## config.mk

```make
export PLATFORM = sky130hd
export DESIGN_NAME = vcdemux_ibuf
export DESIGN_NICKNAME = d
export VERILOG_FILES = /design/src/rtl/vcdemux_ibuf.sv
export SDC_FILE = /design/constraint.sdc
export NUM_CORES = 1
export LEC_CHECK = 0
export CAP_MARGIN = 10
export CELL_PAD_IN_SITES_DETAIL_PLACEMENT = 0
export CELL_PAD_IN_SITES_GLOBAL_PLACEMENT = 1
export CORE_MARGIN = 8
export CORE_UTILIZATION = 45
export DETAILED_ROUTE_END_ITERATION = 8
export PLACE_DENSITY = 0.83
export SETUP_SLACK_MARGIN = 0.2
export SLEW_MARGIN = 30
export SYNTH_ARGS = -nofsm -noshare
export SYNTH_HDL_FRONTEND = slang
export SYNTH_SLANG_ARGS = --single-unit
export TNS_END_PERCENT = 1
```

## constraint.sdc

```tcl
create_clock -name clk -period 2.2 [get_ports clk]
set_input_delay 0.22 -clock clk [delete_from_list [all_inputs] [get_ports clk]]
set_output_delay 0.22 -clock clk [all_outputs]
set_load 0.005 [all_outputs]
```

## src/rtl/vcdemux_ibuf.sv

```systemverilog
// Link receive side: steers VC-tagged flits into per-VC FWFT FIFOs, checks packet framing, returns credits.
// Optional build macro VCDEMUX_DROPCNT_EN adds the saturating dropped-flit counter output odrop.
module vcdemux_ibuf #(
  parameter int NVCH  = 2,
  parameter int VCHW  = 1,
  parameter int DEPTH = 4,
  parameter int DATAW = 34
) (
  input  logic                  clk,
  input  logic                  rst_,
  input  logic                  ivalid,
  input  logic [DATAW-1:0]      idata,
  input  logic [VCHW-1:0]       ivch,
  input  logic [NVCH-1:0]       ord,
  output logic [NVCH-1:0]       ovalid,
  output logic [NVCH*DATAW-1:0] odata,
  output logic [NVCH-1:0]       ohead,
  output logic [NVCH-1:0]       ocredit,
  output logic                  oerr
`ifdef VCDEMUX_DROPCNT_EN
  ,
  output logic [7:0]            odrop
`endif
);

  localparam int PW = (DEPTH > 1) ? $clog2(DEPTH) : 1;
  localparam int CW = $clog2(DEPTH + 1);

  typedef enum logic {
    IDLE = 1'b0,
    BUSY = 1'b1
  } vc_state_t;

  logic [1:0]      ftype;
  logic            vch_ok;
  logic [NVCH-1:0] drop_vc;
  logic            drop;
  logic            oerr_reg;

  assign ftype = idata[DATAW-1:DATAW-2];

  // Out-of-range VC numbers only exist when NVCH is not a power of two.
  generate
    if (NVCH < (1 << VCHW)) begin : g_vch_chk
      assign vch_ok = (ivch < VCHW'(NVCH));
    end else begin : g_vch_all
      assign vch_ok = 1'b1;
    end
  endgenerate

  genvar gi;
  generate
    for (gi = 0; gi < NVCH; gi++) begin : g_vc
      logic [DATAW-1:0] mem [DEPTH];
      logic [PW-1:0]    wptr_reg;
      logic [PW-1:0]    rptr_reg;
      logic [CW-1:0]    cnt_reg;
      vc_state_t        state_reg;
      logic             credit_reg;
      logic             sel;
      logic             frame_ok;
      logic             full;
      logic             rd;
      logic             accept;
      logic             nonempty;

      assign sel      = ivalid && vch_ok && (ivch == VCHW'(gi));
      // IDLE wants a head-class type (x1), BUSY wants body/tail (x0).
      assign frame_ok = (state_reg == IDLE) ? ftype[0] : ~ftype[0];
      assign full     = (cnt_reg == CW'(DEPTH));
      assign nonempty = (cnt_reg != '0);
      assign rd       = ord[gi] && nonempty;
      // A simultaneous dequeue frees the slot, so a full FIFO still accepts.
      assign accept   = sel && frame_ok && (!full || ord[gi]);
      assign drop_vc[gi] = sel && !accept;

      always_ff @(posedge clk) begin
        if (accept) begin
          mem[wptr_reg] <= idata;
        end
      end

      always_ff @(posedge clk) begin
        if (rst_) begin
          wptr_reg   <= '0;
          rptr_reg   <= '0;
          cnt_reg    <= '0;
          state_reg  <= IDLE;
          credit_reg <= 1'b0;
        end else begin
          credit_reg <= rd;
          if (accept) begin
            wptr_reg <= wptr_reg + PW'(1);
          end
          if (rd) begin
            rptr_reg <= rptr_reg + PW'(1);
          end
          case ({accept, rd})
            2'b10:   cnt_reg <= cnt_reg + CW'(1);
            2'b01:   cnt_reg <= cnt_reg - CW'(1);
            default: cnt_reg <= cnt_reg;
          endcase
          if (accept) begin
            case (state_reg)
              IDLE:    if (ftype == 2'b01) state_reg <= BUSY;
              BUSY:    if (ftype == 2'b10) state_reg <= IDLE;
              default: state_reg <= IDLE;
            endcase
          end
        end
      end

      assign ovalid[gi]                 = nonempty;
      assign odata[gi*DATAW +: DATAW]   = nonempty ? mem[rptr_reg] : '0;
      assign ohead[gi]                  = nonempty && mem[rptr_reg][DATAW-2];
      assign ocredit[gi]                = credit_reg;
    end
  endgenerate

  assign drop = (ivalid && !vch_ok) || (|drop_vc);

  always_ff @(posedge clk) begin
    if (rst_) begin
      oerr_reg <= 1'b0;
    end else if (drop) begin
      oerr_reg <= 1'b1;
    end
  end

  assign oerr = oerr_reg;

`ifdef VCDEMUX_DROPCNT_EN
  logic [7:0] drop_cnt_reg;

  always_ff @(posedge clk) begin
    if (rst_) begin
      drop_cnt_reg <= '0;
    end else if (drop && (drop_cnt_reg != 8'hFF)) begin
      drop_cnt_reg <= drop_cnt_reg + 8'd1;
    end
  end

  assign odrop = drop_cnt_reg;
`endif

endmodule

```

# Word level (Yosys, flattened, before mapping)
# Memory sizes are Yosys's and may differ from the RTL's. A register that Yosys moved wholly into a read port is not among the register bits.
# Index checks and enable logic that the tools add are counted.
# totals
register_bits	19
mem_bits_rw	272
output_inout_bits	75
memories	2
# classes
add_sub_neg	8
n_eq_ne	8
n_mux	18
bitwise_logic	4
reduce_logical	23
# memory_table
name	words	width	read_ports	rd_clocked_by_memory_dff	wr	line_no	rtl
g_vc[0].mem	4	34	1	1	1	54	logic [DATAW-1:0] mem [DEPTH];
g_vc[1].mem	4	34	1	1	1	54	
# ops
cell	n
two-way mux 34 bit	2
logical AND 1 bit	12
case mux 3 bit (2 select lines)	2
adder 2 x 1 -> 2 bit, second input constant	4
two-way mux 1 bit	8
two-way mux 2 bit	4
adder 3 x 1 -> 3 bit, second input constant	2
== test 2 x 1 -> 1 bit, second input constant	3
== test 2 bit, second input constant	3
== test 3 bit, second input constant	2
nonzero test 3 bit	2
subtractor 3 x 1 -> 3 bit, second input constant	2
logical NOT 1 bit	4
NOT 1 bit	4
case mux 1 bit (2 select lines)	2
nonzero test 2 bit	2
logical OR 1 bit	2
OR reduction 2 bit	1

# Longest topological paths before layout
# Gate-level depths: netlist of the first run.
# logic_depth
depth_word	7
ltp_mapped	10
ltp_nobuf	9

# Worst setup path after synthesis of the first run
# OpenSTA, ideal clock, no wires.
# synth_path
path_type	register to register
start	register g_vc[0].cnt_reg[0]
end	memory g_vc[0].mem[2][0] (enable)
setup_ps	394
arrival_ps	1764
required_time_ps	1806
path_slack_ps	42
path_stages_with_launch	4
synth_period_minus_slack_ps	2158
path_cell_list	dfxtp_1 nor4b_4 nor3_2 and2_1
# synth_between
elab_chain_cells	6
# synth_rtl
item	line_no	rtl
start: declaration	57	logic [CW-1:0] cnt_reg;
start signal: assignment	99	2'b10: cnt_reg <= cnt_reg + CW'(1);
start signal: assignment	100	2'b01: cnt_reg <= cnt_reg - CW'(1);
start signal: assignment	101	default: cnt_reg <= cnt_reg;
== test 3 bit	70	assign full = (cnt_reg == CW'(DEPTH));
logical NOT 1 bit	74	assign accept = sel && frame_ok && (!full || ord[gi]);
logical OR 1 bit	74	
logical AND 1 bit	74	
two-way mux 1 bit	78	if (accept) begin
two-way mux 1 bit (implied by the code)	79	mem[wptr_reg] <= idata;
end: declaration	54	
# No other way between the ends.

==> implementation parameters, run 1 <==
Parameter                              Value

Timing
  Worst path setup slack after routing ... -0.1206 ns
  Setup violation total in the final timing report ... 40
  Relative slew slack ... 0.6088
  Final hold slack ... between 0.4 and 0.5 ns
  RSZ-0062 raised after global routing ... yes
  Setup clock skew after layout ... about 0.0094 ns
  Number of endpoints with negative hold slack in the final report ... 0
  Final min period ... ~2.3 ns
  Maximum frequency from static timing analysis ... approximately 430 MHz
  Worst slew pin tran ... just under 0.6 ns
  Fin. max-slew vios ... 0
  Share of the cycle needed by the critical path after routing ... 1.055

Yosys
  Xor/xnor cell area share of the yosys netlist ... 0.008933
  Syn. warnings ... 0
  Mean cell area of the mapped netlist ... between 20 and 25 sq um
  Area share of and/or/nand/nor cells after synthesis ... 0.06870
  Fraction of synthesized area in multiplexers ... 0.1327
  Share of the synthesized area in compound gates (AO/OA/AOI/OAI) ... 0.01372
  Adder and majority cell fraction of the synthesized area ... 0.01404
  FF+latch count, synth ... approximately 300
  Post-synthesis cell area ... ~12,000 sq um
  Proportion of synthesized chip area in sequential cells ... 0.7334
  Synth Net Count ... 624
  Dominant combinational cell family by area after synthesis ... multiplexers
  Number of standard cells after synthesis ... 572
  Number of library cell types mapped by synthesis ... 34

Pwr
  Relative contribution of the clock network to total power ... 0.276
  VDD IR-drop max ... between 0.7 and 0.8 mV
  Net switching power figure ... 4805 uW
  Fraction of power consumed by sequential logic ... 0.375
  Switching Share ... 0.2793
  P_leak ... just over 0.005 uW
  Internal power ... about 12,000 uW
  P per Cell Area ... ~1100 nW/um^2
  Combinational cell fraction of total power ... 0.349

Clock network
  Clk root buf ... sky130_fd_sc_hd__clkbuf_16
  CTS tree ... yes
  Depth of the CTS H-tree ... 1
  Hold Buf Count CTS ... 0
  Clock sink count ... roughly 300
  Number of buffers between clock root and the deepest sink ... 3
  Total CTS buffers ... 30
  Clock transition at the register clock pins on the worst setup and hold paths after CTS ... around 0.06 ns
  Clk Latency, worst-skew pair ... approximately 0.54 ns

Floorplanning
  Die Wd ... 177.7 um
  Initial core utilization ... 0.4554
  Placement Rows ... ~60
  DIE AREA ... about 32,000 sq um
  I/O pins ... between 100 and 150
  Die Height ... about 180 um
  Standard cell core area ... between 20,000 and 30,000 sq um

Worst setup path
  Crit path buf inv count ... 4
  Type of the worst setup path ... flip-flop to output pin
  Required time worst endpoint ... around 2.0 ns
  CP arrival ... between 2 and 2.5 ns
  Maximum fanout along the worst path ... 5
  Highest-delay cell along the critical path ... sky130_fd_sc_hd__mux4_2
  Family with the most delay on the worst path ... buffers and inverters
  Setup crit end kind ... output pin
  Most frequent cell on the critical path ... sky130_fd_sc_hd__buf_12
  Worst stage delay on the critical path ... approximately 0.49 ns
  Cell-by-cell listing of the critical path ... buf_12 > buf_12 > buf_16 > mux4_2 > nor2b_1 > buf_2
  Crit start category ... flip-flop

Outcome
  Status ... finished, violations left
  Violated checks ... setup timing

Placement
  Placed wire-length estimate ... 15.47 mm
  Post-DP Area ... 13,720 sq um
  Buffers on Ports ... approximately 110
  Gpl congestion ... around 0.77

Route
  DR WL/cell ... between 20 and 25 um
  Number of DRC violations after detailed-routing iteration 0 ... between 400 and 500
  DR vias/cell ... 5.361
  # DRC ... 0
  Routed via count ... a little over 6,000
  Number of routed nets with antenna violations ... 0
  Drt total wl ... approximately 26 mm
  First drt pass iteration count ... 4

GRT
  Via count of the first global-routing pass ... between 6,000 and 7,000
  Largest net degree at the start of global routing ... 28
  Antenna violations before repair ... 3
  Global-route wire length before repair ... ~39 mm
  Global-route congestion overflow total ... 0
  Overall global routing resource usage ... 0.1646

Finish
  Net count of the finished layout ... between 800 and 900
  Design Area, Final ... about 15,000 sq um
  Most frequent standard cell in the layout excluding fill and tap cells ... sky130_fd_sc_hd__edfxtp_1
  Diodes inserted ... 0
  # fillers ... between 1,500 and 2,000
  Layout Area Growth over Synthesis ... 28.22%
  Post-Route Utilization ... 0.5839
  Layout cells sized above 1 ... 0.4033
  Most frequent cells in the layout ... sky130_fd_sc_hd__edfxtp_1, sky130_fd_sc_hd__mux4_2, sky130_fd_sc_hd__clkdlybuf4s50_1
  Flip-flop count of the largest register, all copies and words added ... approximately 270

Hold path
  Worst min-delay path class ... input pin to flip-flop

Flow run
  Max-Cap Viols ... 0
==> power groups by stage <==
stage	logic (uW)	clock network (uW)	registers [uW]
2_1_floorplan	2590	0	6520
3_3_place_gp	4830	0	6540
3_5_place_dp	4910	0	6550
4_1_cts	6100	4810	6450
5_1_grt	6400	5050	6470
6_report	6000	4750	6460
==> metal layers <==
layer  track usage  wire length, um  part of all wire  up-vias
met1        0.2124            10620              0.41     3183
met5             0               35            0.0014        -
met2        0.2867            13150              0.51      188
met3       0.03191             1799             0.069       28
li1              -                -                 -     2658
met4       0.03265              313             0.012        6
==> worst paths after layout <==
kind                      startpoint                  to  slack, ns  depth (start not counted)
setup / recovery           flip-flop           odata[27]      -0.12                          6
hold / removal              idata[4]   g_vc[0].mem[0][4]       0.41                          1
setup reg to reg  g_vc[0].cnt_reg[1]  g_vc[0].cnt_reg[2]       0.10                          9
hold reg to reg                 oerr                oerr       0.47                          2
==> kinds of logic (layout without fill, tap and decap cells) <==
family / after synthesis / after routing
flip-flops: 295 / 295
multiplexers: 68 / 68
buffers and inverters: 49 / 273
adder cells (fa/ha/maj): 12 / 12
AND/OR/NAND/NOR: 111 / 111
XOR/XNOR: 12 / 12
AO/OA/AOI/OAI: 25 / 25
==> final cells by class <==
type / instances / area [sq um] / share of cell area
Inverter: 18 / 67.56 / 0.004479
Sequential cell: 295 / 8647 / 0.5732
Timing Repair Buffer: 200 / 2076 / 0.1376
Clock inverter: 22 / 150.1 / 0.009953
Multi-Input combinational cell: 228 / 2943 / 0.1951
Clock buffer: 33 / 783.3 / 0.05192
Tap cell: 335 / 419.2 / 0.02778
==> metrics by stage <==
step           worst slack [ns]  setup TNS, ns  power, uW  cells
6_report                -0.1206         -1.803      17200   1131
5_1_grt                 -0.1721         -5.044      17920   1131
4_1_cts                 -0.1155         -3.958      17370   1131
3_5_place_dp            -0.3314        -0.7546      11470   1043
3_3_place_gp            -0.2650        -0.4427      11370   1043
2_1_floorplan           0.04244              0       9111    572
==> synthesized netlist by cell type <==
cell | count | area, sq um
sky130_fd_sc_hd__mux4_1 | 8 | 210.2
sky130_fd_sc_hd__inv_1 | 18 | 67.56
sky130_fd_sc_hd__or4b_4 | 2 | 27.53
sky130_fd_sc_hd__buf_4 | 6 | 45.04
sky130_fd_sc_hd__nor2b_1 | 55 | 344.1
sky130_fd_sc_hd__nand4_1 | 6 | 37.54
sky130_fd_sc_hd__o32ai_2 | 1 | 16.27
sky130_fd_sc_hd__dfxtp_1 | 23 | 460.4
sky130_fd_sc_hd__nor2_1 | 14 | 52.55
sky130_fd_sc_hd__clkbuf_2 | 2 | 10.01
sky130_fd_sc_hd__buf_6 | 2 | 22.52
sky130_fd_sc_hd__o311ai_0 | 2 | 17.52
sky130_fd_sc_hd__o31ai_1 | 6 | 45.04
sky130_fd_sc_hd__buf_2 | 11 | 55.05
sky130_fd_sc_hd__nand2_1 | 1 | 3.750
sky130_fd_sc_hd__nor4b_4 | 2 | 47.55
sky130_fd_sc_hd__nand2b_1 | 2 | 12.51
sky130_fd_sc_hd__xnor2_1 | 2 | 17.52
sky130_fd_sc_hd__mux4_2 | 60 | 1351
sky130_fd_sc_hd__nor2b_4 | 10 | 137.6
sky130_fd_sc_hd__edfxtp_1 | 272 | 8168
sky130_fd_sc_hd__buf_12 | 6 | 120.1
sky130_fd_sc_hd__nor3_4 | 1 | 16.27
sky130_fd_sc_hd__xor2_1 | 10 | 87.58
sky130_fd_sc_hd__ha_1 | 10 | 125.1
sky130_fd_sc_hd__clkbuf_1 | 4 | 15.01
sky130_fd_sc_hd__and2_1 | 9 | 56.30
sky130_fd_sc_hd__or3_1 | 2 | 12.51
sky130_fd_sc_hd__nor3_2 | 3 | 30.03
sky130_fd_sc_hd__fa_1 | 2 | 40.04
sky130_fd_sc_hd__a21oi_1 | 8 | 40.04
sky130_fd_sc_hd__and2b_1 | 4 | 30.03
sky130_fd_sc_hd__a31oi_1 | 2 | 12.51
sky130_fd_sc_hd__o21ai_0 | 6 | 30.03
==> repair_timing <==
action | 4_1_cts | 5_1_grt
setup buffers | 26 | 0
gates cloned | 7 | 0
pin swaps | 8 | 2
endpoints found under the setup margin | 74 | 76
gates resized for setup | 288 | 28
Power figures use the tool's default switching activity.
==> inputs of run 2 (changes only) <==
--- a/config.mk
+++ b/config.mk
@@ -9,11 +9,12 @@
 export CELL_PAD_IN_SITES_DETAIL_PLACEMENT = 0
 export CELL_PAD_IN_SITES_GLOBAL_PLACEMENT = 1
 export CORE_MARGIN = 8
-export CORE_UTILIZATION = 45
+export CORE_UTILIZATION = 40
 export DETAILED_ROUTE_END_ITERATION = 8
-export PLACE_DENSITY = 0.83
+export GPL_TIMING_DRIVEN = 1
+export PLACE_DENSITY = 0.76
 export SETUP_SLACK_MARGIN = 0.2
-export SLEW_MARGIN = 30
+export SLEW_MARGIN = 40
 export SYNTH_ARGS = -nofsm -noshare
 export SYNTH_HDL_FRONTEND = slang
 export SYNTH_SLANG_ARGS = --single-unit
==> implementation parameters, run 2 (same netlist as run 1, synthesis figures left out) <==
Parameter                              Value

Pwr
  Relative contribution of the clock network to total power ... 0.290 (+0.014)
  Net switching power figure ... 4856 uW (+1.1%)
  VDD IR-drop max ... 0.6968 mV (-4.1%)
  Switching Share ... 0.2761 (-0.003172)
  Combinational cell fraction of total power ... 0.343 (-0.006)
  Internal power ... 12,730 uW (+2.7%)
  P per Cell Area ... 1152 nW/um^2 (+1.1%)
  Overall power consumption ... 17,590 uW (+2.2%)
  Fraction of power consumed by sequential logic ... 0.367 (-0.008)
  P_leak ... 0.005249 uW (+1.2%)

Hold path
  Worst min-delay path class ... input pin to flip-flop

Route
  DR WL/cell ... 22.29 um (-2.7%)
  DR vias/cell ... 5.123 (-4.4%)
  Number of DRC violations after detailed-routing iteration 0 ... 393 (-15%)
  Drt total wl ... 26.19 mm (+1.1%)
  Number of routed nets with antenna violations ... 0 (unchanged)
  First drt pass iteration count ... 5 (+1)
  Routed via count ... 6,020 (-0.71%)
  # DRC ... 0 (unchanged)

Worst setup path
  Destination of the worst register-to-register timing path ... g_vc[1].cnt_reg[2]
  Worst stage delay on the critical path ... 0.48 ns (about the same)
  Most frequent cell on the critical path ... sky130_fd_sc_hd__buf_12
  Maximum fanout along the worst path ... 4 (-1)
  Cell-by-cell listing of the critical path ... buf_12 > buf_12 > buf_16 > buf_6 > mux4_2 > nor2b_4 > buf_2
  Type of the worst setup path ... flip-flop to output pin
  Worst Reg-to-Reg Cells ... 9 (unchanged)
  Endpoint of the most critical setup path ... odata[57]
  Crit path buf inv count ... 5 (+1)
  Number of cells on the critical path ... 7 (+1)
  CP arrival ... 2.13 ns (+0.03 ns)
  Highest-delay cell along the critical path ... sky130_fd_sc_hd__mux4_2
  Setup crit end kind ... output pin
  Slack of the worst reg-to-reg path ... -0.03 ns (-0.13 ns)
  Crit start category ... flip-flop
  Worst reg2reg startpoint ... g_vc[1].cnt_reg[1]
  Required time worst endpoint ... 1.98 ns (about the same)
  Family with the most delay on the worst path ... buffers and inverters

Floorplanning
  Initial core utilization ... 0.4077 (-0.04766)
  I/O pins ... 115 (unchanged)
  DIE AREA ... 35,160 sq um (+11%)
  Die Wd ... 187.5 um (+5.5%)
  Placement Rows ... 62 (+5.1%)
  Die Height ... 187.5 um (+5.5%)
  Standard cell core area ... 28,860 sq um (+12%)

GRT
  Antenna violations before repair ... 2 (-1)
  Global-route wire length before repair ... 40.32 mm (+2.7%)
  Via count of the first global-routing pass ... 6,610 (+0.62%)
  Largest net degree at the start of global routing ... 35 (+25%)
  Overall global routing resource usage ... 0.1479 (-0.01672)
  Global-route congestion overflow total ... 0 (unchanged)

Clock network
  CTS tree ... yes
  Depth of the CTS H-tree ... 1 (unchanged)
  Clk root buf ... sky130_fd_sc_hd__clkbuf_16
  Clock sink count ... 295 (unchanged)
  Number of buffers between clock root and the deepest sink ... 3 (unchanged)
  Hold Buf Count CTS ... 0 (unchanged)
  Clock transition at the register clock pins on the worst setup and hold paths after CTS ... 0.06 ns (about the same)
  Clk Latency, worst-skew pair ... 0.56 ns (+0.02 ns)
  Total CTS buffers ... 30 (unchanged)

Placement
  Placed wire-length estimate ... 15.72 mm (+1.6%)
  Buffers on Ports ... 114 (unchanged)
  Gpl congestion ... 0.7587 (-1.2%)
  Pre-CTS worst setup slack ... -0.3589 ns (-0.02747 ns)
  Post-DP Area ... 13,800 sq um (+0.61%)
  Total placed cells including tap cells ... 1,090 (+4.5%)

Timing
  Maximum frequency from static timing analysis ... 426.4 MHz (-1.1%)
  Fin. max-slew vios ... 0 (unchanged)
  Share of the cycle needed by the critical path after routing ... 1.066 (+0.01125)
  Relative slew slack ... 0.6447 (+0.03591)
  Final sum of negative setup slack ... -3.686 ns (-1.882 ns)
  Setup clock skew after layout ... 0.02749 ns (+0.01812 ns)
  Worst path setup slack after routing ... -0.1454 ns (-0.02475 ns)
  Number of endpoints with negative hold slack in the final report ... 0 (unchanged)
  Worst slew pin tran ... 0.5263 ns (-0.05319 ns)
  RSZ-0062 raised after global routing ... yes
  Final min period ... 2.345 ns (+0.02475 ns)
  Setup violation total in the final timing report ... 52 (+30%)

Finish
  Post-route non-filler standard cell count ... 1,175 (+3.9%)
  Design Area, Final ... 15,260 sq um (+1.1%)
  Net count of the finished layout ... 819 (-0.73%)
  Most frequent standard cell in the layout excluding fill and tap cells ... sky130_fd_sc_hd__edfxtp_1
  Layout Area Growth over Synthesis ... 29.69%
  Layout cells sized above 1 ... 0.4197 (+0.01646)
  Flip-flop count of the largest register, all copies and words added ... 272 (unchanged)
  # fillers ... 2,257 (+21%)
  Diodes inserted ... 0 (unchanged)
  Most frequent cells in the layout ... sky130_fd_sc_hd__edfxtp_1, sky130_fd_sc_hd__mux4_2, sky130_fd_sc_hd__buf_2

Flow run
  Max-Cap Viols ... 0 (unchanged)

Outcome
  Violated checks ... setup timing
  Status ... finished, violations left
[run 2: changes by cell type in the layout (fill, tap and decap cells not counted), moves of 5 or more]
cell / previous run / this run
sky130_fd_sc_hd__clkinv_1: 8 / 2
sky130_fd_sc_hd__nor2b_4: 28 / 37
sky130_fd_sc_hd__dlygate4sd2_1: 6 / 1
sky130_fd_sc_hd__buf_2: 39 / 45
sky130_fd_sc_hd__buf_4: 41 / 31
sky130_fd_sc_hd__clkbuf_1: 2 / 7
sky130_fd_sc_hd__nor2b_1: 35 / 26
[run 2: worst min path at each step]
stage	startpoint	end	slack, ns	cells after the start
2_1_floorplan	idata[0]	g_vc[0].mem[0][0]	0.32	0
3_3_place_gp	oerr	oerr	0.48	2
3_5_place_dp	oerr	oerr	0.48	2
4_1_cts	ivalid	oerr	0.39	3
5_1_grt	ivalid	oerr	0.40	3
6_report	ivalid	oerr	0.39	3
[run 2: stage by stage]
stage          hold slack, ns    util
2_1_floorplan          0.3189       -
3_3_place_gp           0.4797  0.4783
3_5_place_dp           0.4756  0.4783
4_1_cts                0.3869  0.5290
5_1_grt                0.4037  0.5287
6_report               0.3886  0.5287
[run 2: tightest hold or removal path, delay by kind of cell]
kind                   cells  cell delay [ns]
AO/OA/AOI/OAI              1             0.07
buffers and inverters      1             0.47
AND/OR/NAND/NOR            1             0.11
[run 2: power groups by stage]
| stage | clock network [uW] | registers (uW) | logic, uW |
|---|---|---|---|
| after global routing | 5430 | 6470 | 6430 |
| after floorplan | 0 | 6520 | 2590 |
| after CTS | 5190 | 6450 | 6060 |
| after global placement | 0 | 6530 | 4870 |
| after detailed placement | 0 | 6550 | 4950 |
| final | 5100 | 6460 | 6030 |
[run 2: layout make-up]
class                           count  area, sq um  area share
Sequential cell                   295         8651      0.5670
Multi-Input combinational cell    228         3000      0.1966
Timing Repair Buffer              194         2056      0.1347
Clock buffer                       38        790.8     0.05182
Tap cell                          384        480.5     0.03149
Clock inverter                     18        212.7     0.01394
Inverter                           18        67.56    0.004428
[run 2: timing repair]
action | 4_1_cts | 5_1_grt
endpoints found under the setup margin | 74 | 76
pin swaps | 8 | 4
gates cloned | 8 | 0
resized for setup | 337 | 33
buffers inserted | 21 | 0
[run 2: per-layer routing]
layer	GRT usage	routed length, um	share of wire
met1	0.1910	11110	0.42
met2	0.2547	13170	0.50
met3	0.03247	1531	0.058
met4	0.02879	350	0.013
met5	0	27	0.0010
==> inputs of run 3 (changes only) <==
--- a/config.mk
+++ b/config.mk
@@ -5,9 +5,9 @@
 export SDC_FILE = /design/constraint.sdc
 export NUM_CORES = 1
 export LEC_CHECK = 0
-export CAP_MARGIN = 10
 export CELL_PAD_IN_SITES_DETAIL_PLACEMENT = 0
 export CELL_PAD_IN_SITES_GLOBAL_PLACEMENT = 1
+export CORE_ASPECT_RATIO = 0.9
 export CORE_MARGIN = 8
 export CORE_UTILIZATION = 40
 export DETAILED_ROUTE_END_ITERATION = 8
==> implementation parameters, run 3 (same netlist as run 1, synthesis figures left out) <==
Parameter                              Value

Pwr
  P_leak ... 0.005241 uW (-0.14%)
  VDD IR-drop max ... 0.7194 mV (+3.2%)
  P per Cell Area ... 1131 nW/um^2 (-1.9%)

Hold path
  Worst min-delay path class ... input pin to flip-flop
  End point of the most critical hold path ... g_vc[0].rptr_reg[0]
  Hold Startpoint ... rst_
  Hold Path Depth ... 2 (-1)

Clock network
  Total CTS buffers ... 30 (unchanged)
  Clk Latency, worst-skew pair ... 0.54 ns (-0.02 ns)
  Number of buffers between clock root and the deepest sink ... 3 (unchanged)
  Clock sink count ... 295 (unchanged)
  Clock transition at the register clock pins on the worst setup and hold paths after CTS ... 0.06 ns (about the same)
  Clk root buf ... sky130_fd_sc_hd__clkbuf_16
  CTS tree ... yes
  Depth of the CTS H-tree ... 1 (unchanged)

Finish
  Most frequent cells in the layout ... sky130_fd_sc_hd__edfxtp_1, sky130_fd_sc_hd__mux4_2, sky130_fd_sc_hd__clkdlybuf4s50_1
  Layout cells sized above 1 ... 0.4268 (+0.007077)
  Most frequent standard cell in the layout excluding fill and tap cells ... sky130_fd_sc_hd__edfxtp_1
  Flip-flop count of the largest register, all copies and words added ... 272 (unchanged)
  Layout Area Growth over Synthesis ... 29.87%
  Post-route non-filler standard cell count ... 1,202 (+2.3%)
  Net count of the finished layout ... 835 (+2.0%)
  Diodes inserted ... 0 (unchanged)

Placement
  Placed wire-length estimate ... 15.77 mm (+0.32%)
  Buffers on Ports ... 114 (unchanged)
  Gpl congestion ... 0.7878 (+3.8%)
  Total placed cells including tap cells ... 1,102 (+1.1%)

GRT
  Via count of the first global-routing pass ... 6,596 (-0.21%)
  Overall global routing resource usage ... 0.1464 (-0.001510)
  Global-route congestion overflow total ... 0 (unchanged)
  Largest net degree at the start of global routing ... 35 (unchanged)
  Antenna violations before repair ... 1 (-1)
  Global-route wire length before repair ... 39.16 mm (-2.9%)

Worst setup path
  Worst Reg-to-Reg Cells ... 9 (unchanged)
  Destination of the worst register-to-register timing path ... g_vc[1].cnt_reg[2]
  Setup crit end kind ... output pin
  Crit start category ... flip-flop
  Slack of the worst reg-to-reg path ... 0.09 ns (+0.12 ns)
  Required time worst endpoint ... 1.98 ns (about the same)
  Worst reg2reg startpoint ... g_vc[1].cnt_reg[1]
  Type of the worst setup path ... flip-flop to output pin
  CP arrival ... 2.10 ns (-0.03 ns)
  Maximum fanout along the worst path ... 7 (+3)

Floorplanning
  Die Wd ... 196.8 um (+4.9%)
  Initial core utilization ... 0.4066 (-0.001128)
  Standard cell core area ... 28,940 sq um (+0.28%)
  I/O pins ... 115 (unchanged)
  Die Height ... 178.7 um (-4.7%)
  Placement Rows ... 59 (-4.8%)
  DIE AREA ... 35,160 sq um (about the same)

Timing
  Final sum of negative setup slack ... -2.562 ns (+1.124 ns)
  Worst path setup slack after routing ... -0.1192 ns (+0.02611 ns)
  Final min period ... 2.319 ns (-0.02611 ns)
  Setup violation total in the final timing report ... 36 (-31%)
  Worst slew pin tran ... 0.4736 ns (-0.05271 ns)
  Maximum frequency from static timing analysis ... 431.2 MHz (+1.1%)
  RSZ-0062 raised after global routing ... yes
  Number of endpoints with negative hold slack in the final report ... 0 (unchanged)
  Relative slew slack ... 0.6802 (+0.03559)
  Final hold slack ... 0.3943 ns (+0.005727 ns)
  Fin. max-slew vios ... 0 (unchanged)
  Setup clock skew after layout ... 0.01724 ns (-0.01024 ns)
  Share of the cycle needed by the critical path after routing ... 1.054 (-0.01187)

Outcome
  Violated checks ... setup timing
  Status ... finished, violations left

Route
  Number of DRC violations after detailed-routing iteration 0 ... 371 (-5.6%)
  Routed via count ... 6,021 (+0.017%)
  First drt pass iteration count ... 4 (-1)
  DR vias/cell ... 5.009 (-2.2%)
  # DRC ... 0 (unchanged)
  Number of routed nets with antenna violations ... 0 (unchanged)
  DR WL/cell ... 21.52 um (-3.4%)
  Drt total wl ... 25.87 mm (-1.2%)

Flow run
  Max-Cap Viols ... 0 (unchanged)
## run 3: changes by cell type in the layout (fill, tap and decap cells not counted), sizes merged
| cell | before | now |
|---|---|---|
| clkdlybuf4s15 | 2 | 8 |
| clkbuf | 54 | 59 |
| inv | 19 | 18 |
| bufbuf | 2 | 0 |
| clkinv | 12 | 15 |
| buf | 131 | 136 |
| bufinv | 4 | 1 |
| dlygate4sd2 | 1 | 3 |
## run 3: timing repair
item,in CTS,in global routing
setup buffers,39,2
setup endpoints to repair,74,75
pin swaps,11,7
resized for setup,304,48
hold buffers,0,0
gates cloned,3,1
## run 3: cell type report
type / count / area [sq um]
tap: 396 / 495.5
multi-input combinational: 228 / 3004
sequential: 295 / 8648
timing repair buffer: 210 / 2156
fill: 2303 / 13660
inverter: 18 / 67.56
clock inverter: 17 / 106.4
clock buffer: 38 / 802.0
## run 3: power breakdown
group          switching (uW)  leakage (uW)  internal, uW  total (uW)
clock network            2000      0.000452          2680        4670
logic                    2660       0.00214          3490        6150
registers                 146       0.00265          6320        6460
## run 3: worst max-delay path: stages (launching register included)
cell and delay (ns):
sky130_fd_sc_hd__dfxtp_4 0.44, sky130_fd_sc_hd__buf_6 0.13, sky130_fd_sc_hd__buf_12 0.10, sky130_fd_sc_hd__buf_16 0.12, sky130_fd_sc_hd__mux4_2 0.50, sky130_fd_sc_hd__nor2b_4 0.14
sky130_fd_sc_hd__buf_2 0.12
## run 3: metal layers
layer	up-vias	wire length (um)	GRT usage
met3	36	1439	0.02834
li1	2688	-	-
met2	175	12880	0.2526
met1	3120	11140	0.1906
met5	-	13	0
met4	2	397	0.03257
## run 3: worst max-delay path by stage
stage                               to  depth (start not counted)               start
floorplan            g_vc[0].mem[3][0]                          3  g_vc[0].cnt_reg[0]
global placement    g_vc[0].cnt_reg[2]                         10              ord[0]
detailed placement  g_vc[0].cnt_reg[2]                         10           idata[32]
CTS                          odata[28]                          6           flip-flop
global route                 odata[15]                          6           flip-flop
finish                       odata[13]                          6           flip-flop
## run 3: metrics by stage
step	power [uW]	utilization	setup slack [ns]	cell area, sq um
after floorplan	9111	-	0.04244	11770
after global placement	11420	0.4769	-0.1323	13800
after detailed placement	11510	0.4769	-0.2781	13800
after CTS	17240	0.5267	-0.1425	15240
after global routing	18070	0.5280	-0.1962	15280
final	17280	0.5280	-0.1192	15280
==> RTL change 1 (config.mk and constraints of run 1) <==
`DEPTH`: 4 -> 8.
--- a/src/rtl/vcdemux_ibuf.sv
+++ b/src/rtl/vcdemux_ibuf.sv
@@ -4,5 +4,5 @@
   parameter int NVCH  = 2,
   parameter int VCHW  = 1,
-  parameter int DEPTH = 4,
+  parameter int DEPTH = 8,
   parameter int DATAW = 34
 ) (
Function: no difference found for any inputs over 4 cycles, from zero or initial values and one cycle with rst_ high; that may be too few to reach the edited logic, so the function may still have changed.
==> RTL change 1 against run 1 <==
The run still ends with setup timing left; synthesized area rose by 90%; final area rose by 83%; largest cell class unchanged; worst setup slack got worse by 250 ps; power rose by 72%; wire length rose by 94%; fmax fell by 9.7%; sequential share of layout area rose by 4.3 points; largest power group unchanged; sequential cell count rose by 280.
==> RTL change 1: results (changes against run 1) <==
muxShareOfSynthArea: 0.1711  # +0.03841
failed_checks: "setup timing"
ctsHtreeMaxLevel: 2  # +1
num-multi-input-gates: 403  # +77%
whs_endpoint: "oerr"
place_area_um2: 25440  # +85%
nFillCells: 3517  # +88%
hpwlAfterDp_mm: 29.33  # +90%
fin_setup_tns_ps: -17310  # -15510 ps
endpoint: "odata[32]"
synth_common_cells: "edfxtp_1, mux4_2, nor2_1"
worstPathArrival_ps: 2350  # +250 ps
min-delay-start: "ivalid"
syn_nets: 1096  # +76%
synth_area_leaders: "edfxtp_1, mux4_2, mux2i_1"
peakVddDrop_uv: 816.0  # +12%
p_int_mw: 21.91  # +77%
grt_pass1_wl_mm: 75.05  # +91%
dr.first_iter.drc_count: 923  # +100%
signal_buffers: 245  # +23%
outcome: "finished with violations"
clk_latency_ps: 620  # +80 ps
layout.cells.non_filler: 2000  # +77%
whs_ps: 303.8  # -109.3 ps
synth_xor_area_frac: 0.005499  # -0.003434
ff_latch_area_um2: 16980  # +96%
seq_share: 0.6159  # +0.04267
r2r_start: "g_vc[1].cnt_reg[2]"
skew_ps: 23.88  # +14.51 ps
setup_violations: 74  # +85%
final_layout_size_suffix_gt1_frac: 0.3713  # -0.03201
nNetsFinal: 1339  # +62%
synth_edf_count: 544  # +100%
reg2regPathDepth: 10  # +1
bufAreaShareNonClock: 0.09211  # -0.04549
place.gp.congestion: 0.7489  # -2.4%
post_synth_num_cell_types: 43  # +26%
synth_compound_area_frac: 0.007968  # -0.005751
antenna_found_initial: 1  # -2
leakagePower_nw: 8.846  # +71%
synthCells: 1046  # +83%
finalWorstSetupSlack_ps: -369.0  # -248.4 ps
[RTL change 1: power groups by stage]
| stage | registers, mW | clock network [mW] | logic (mW) |
|---|---|---|---|
| 4_1_cts | 12.3 | 9.96 | 7.66 |
| 6_report | 12.3 | 9.81 | 7.50 |
| 5_1_grt | 12.3 | 10.3 | 8.07 |
| 3_3_place_gp | 12.5 | 0 | 7.15 |
| 3_5_place_dp | 12.5 | 0 | 7.23 |
| 2_1_floorplan | 12.5 | 0 | 3.99 |
[RTL change 1: routing by layer]
layer	vias to the layer above	global-route usage
met1	5844	0.2232
met3	77	0.02905
met4	0	0.05192
li1	4757	-
met2	368	0.3091
met5	-	0
[RTL change 1: worst max-delay path, delay by kind of cell, from the launching register on]
kind / cells / cell delay [ps]
and+or+nand+nor: 1 / 100
DFF: 1 / 390
buffers and inverters: 3 / 560
muxes: 2 / 700
==> RTL change 2 (settings of run 1) <==
Made on the original files. Register the output `oerr` once more, without a reset; this adds one clock of latency there. The other outputs are not delayed to match.
--- a/src/rtl/vcdemux_ibuf.sv
+++ b/src/rtl/vcdemux_ibuf.sv
@@ -128,5 +128,7 @@
   end
 
-  assign oerr = oerr_reg;
+  always_ff @(posedge clk) begin
+    oerr <= oerr_reg;
+  end
 
 `ifdef VCDEMUX_DROPCNT_EN
Check against the original RTL: not equivalent (Yosys sat finds a counterexample within 4 cycles, from zero or initial values and one cycle with rst_ high).
==> RTL change 2 against run 1 <==
The run still ends with setup timing left; power is 0.19% lower; critical path depth stayed put; worst setup slack better by 18 ps; synthesized area is 0.17% higher; via count is 0.33% lower; sequential cell count is 1 higher; final area is 0.56% higher; wire length is 2.6% higher; die area is 0.16% higher; global-route usage is 0.57 points higher; critical endpoint is now odata[52]; highest routed layer unchanged.
==> RTL change 2: results (changes against run 1) <==
outcome: "finished with violations"
failed_checks: "setup timing"
grt_pass1_wl_mm: 40.31  # +2.7%
cts_setup_buffers: 28  # +7.7%
cts_root_buffer: "clkbuf_16"
crit_family: "multiplexers"
whs_endpoint: "oerr"
finalWorstSetupSlack_ps: -102.7  # +17.93 ps
cts_resized: 337  # +17%
grtUsageTotal: 0.1703  # +0.005681
endpoint: "odata[52]"
min-delay-start: "oerr_reg"
hpwlAfterDp_mm: 15.98  # +3.3%
wl_met3_mm: 1.677  # -6.8%
synthAdderAreaFrac: 0.01401  # -0.00002385
use_met3: 0.03468  # +0.002766
synthArstFlopShare: 0  # unchanged
r2r_start: "g_vc[0].cnt_reg[0]"
place.gp.congestion: 0.7365  # -4.1%
drt-met1-wl_mm: 10.76  # +1.3%
setup_violations: 57  # +43%
post_synth_num_cell_types: 34  # unchanged
nNetsFinal: 833  # +0.97%
regToRegEndpoint: "g_vc[0].cnt_reg[2]"
holdPathStages: 0  # -1
slew_headroom: 0.5822  # -0.02650
syn_nets: 625  # +0.16%
worstPathArrival_ps: 2080  # -20 ps
synth_xor_area_frac: 0.008918  # -0.00001517
final_layout_size_suffix_gt1_frac: 0.4204  # +0.01713
cp_slowest_stage_delay_ps: 520  # +30 ps
worstPathMaxFanout: 6  # +1
synth_compound_area_frac: 0.01370  # -0.00002330
via_count: 6043  # -0.33%
dr.first_iter.drc_count: 447  # -3.0%
synth-seq-area-share: 0.7338  # about the same
fin_setup_tns_ps: -3493  # -1690 ps
synth_area_leaders: "edfxtp_1, mux4_2, dfxtp_1"
cp_slowest_cell: "mux4_2"
hold_path.class: "reg2reg"
muxShareOfSynthArea: 0.1325  # -0.0002255
synthCells: 573  # +0.17%
drtPass1Iterations: 5  # +1
met2_usage: 0.2972  # +0.01050
antenna_found_initial: 2  # -1
peakVddDrop_uv: 639.9  # -12%
leakagePower_nw: 5.263  # +1.5%
wl_met2_mm: 13.70  # +4.2%
synth_common_cells: "edfxtp_1, mux4_2, nor2b_1"
start_kind: "flip-flop"
skew_ps: 9.982  # +0.6127 ps
grt_start_max_net_pins: 25  # -11%
==> RTL change 2: power by group <==
group / internal [mW] / switching, mW / total (mW)
Combinational: 3.43 / 2.70 / 6.12
Sequential: 6.33 / 0.156 / 6.49
Clock: 2.56 / 1.99 / 4.56
==> RTL change 2: layout make-up <==
type | instances | area [µm²]
flip-flops and latches | 296 | 8665
repair buffers | 207 | 2101
fillers | 1875 | 10740
clock buffers | 39 | 805.8
clock inverters | 16 | 78.83
multi-input cells | 228 | 3033
inverters | 18 | 67.56
well taps | 335 | 419.2
==> RTL change 2: stage by stage <==
stage / worst slack (ps) / instances / hold WS [ps] / cell area (µm²) / power, mW
floorplan: 42.44 / 573 / 318.9 / 11790 / 9.132
detailed placement: -260.0 / 1048 / 348.2 / 13790 / 11.54
global placement: -127.9 / 1048 / 343.6 / 13790 / 11.45
global route: -172.0 / 1139 / 372.6 / 15170 / 17.88
finish: -102.7 / 1139 / 354.9 / 15170 / 17.17
CTS: -129.5 / 1137 / 356.4 / 15120 / 17.21
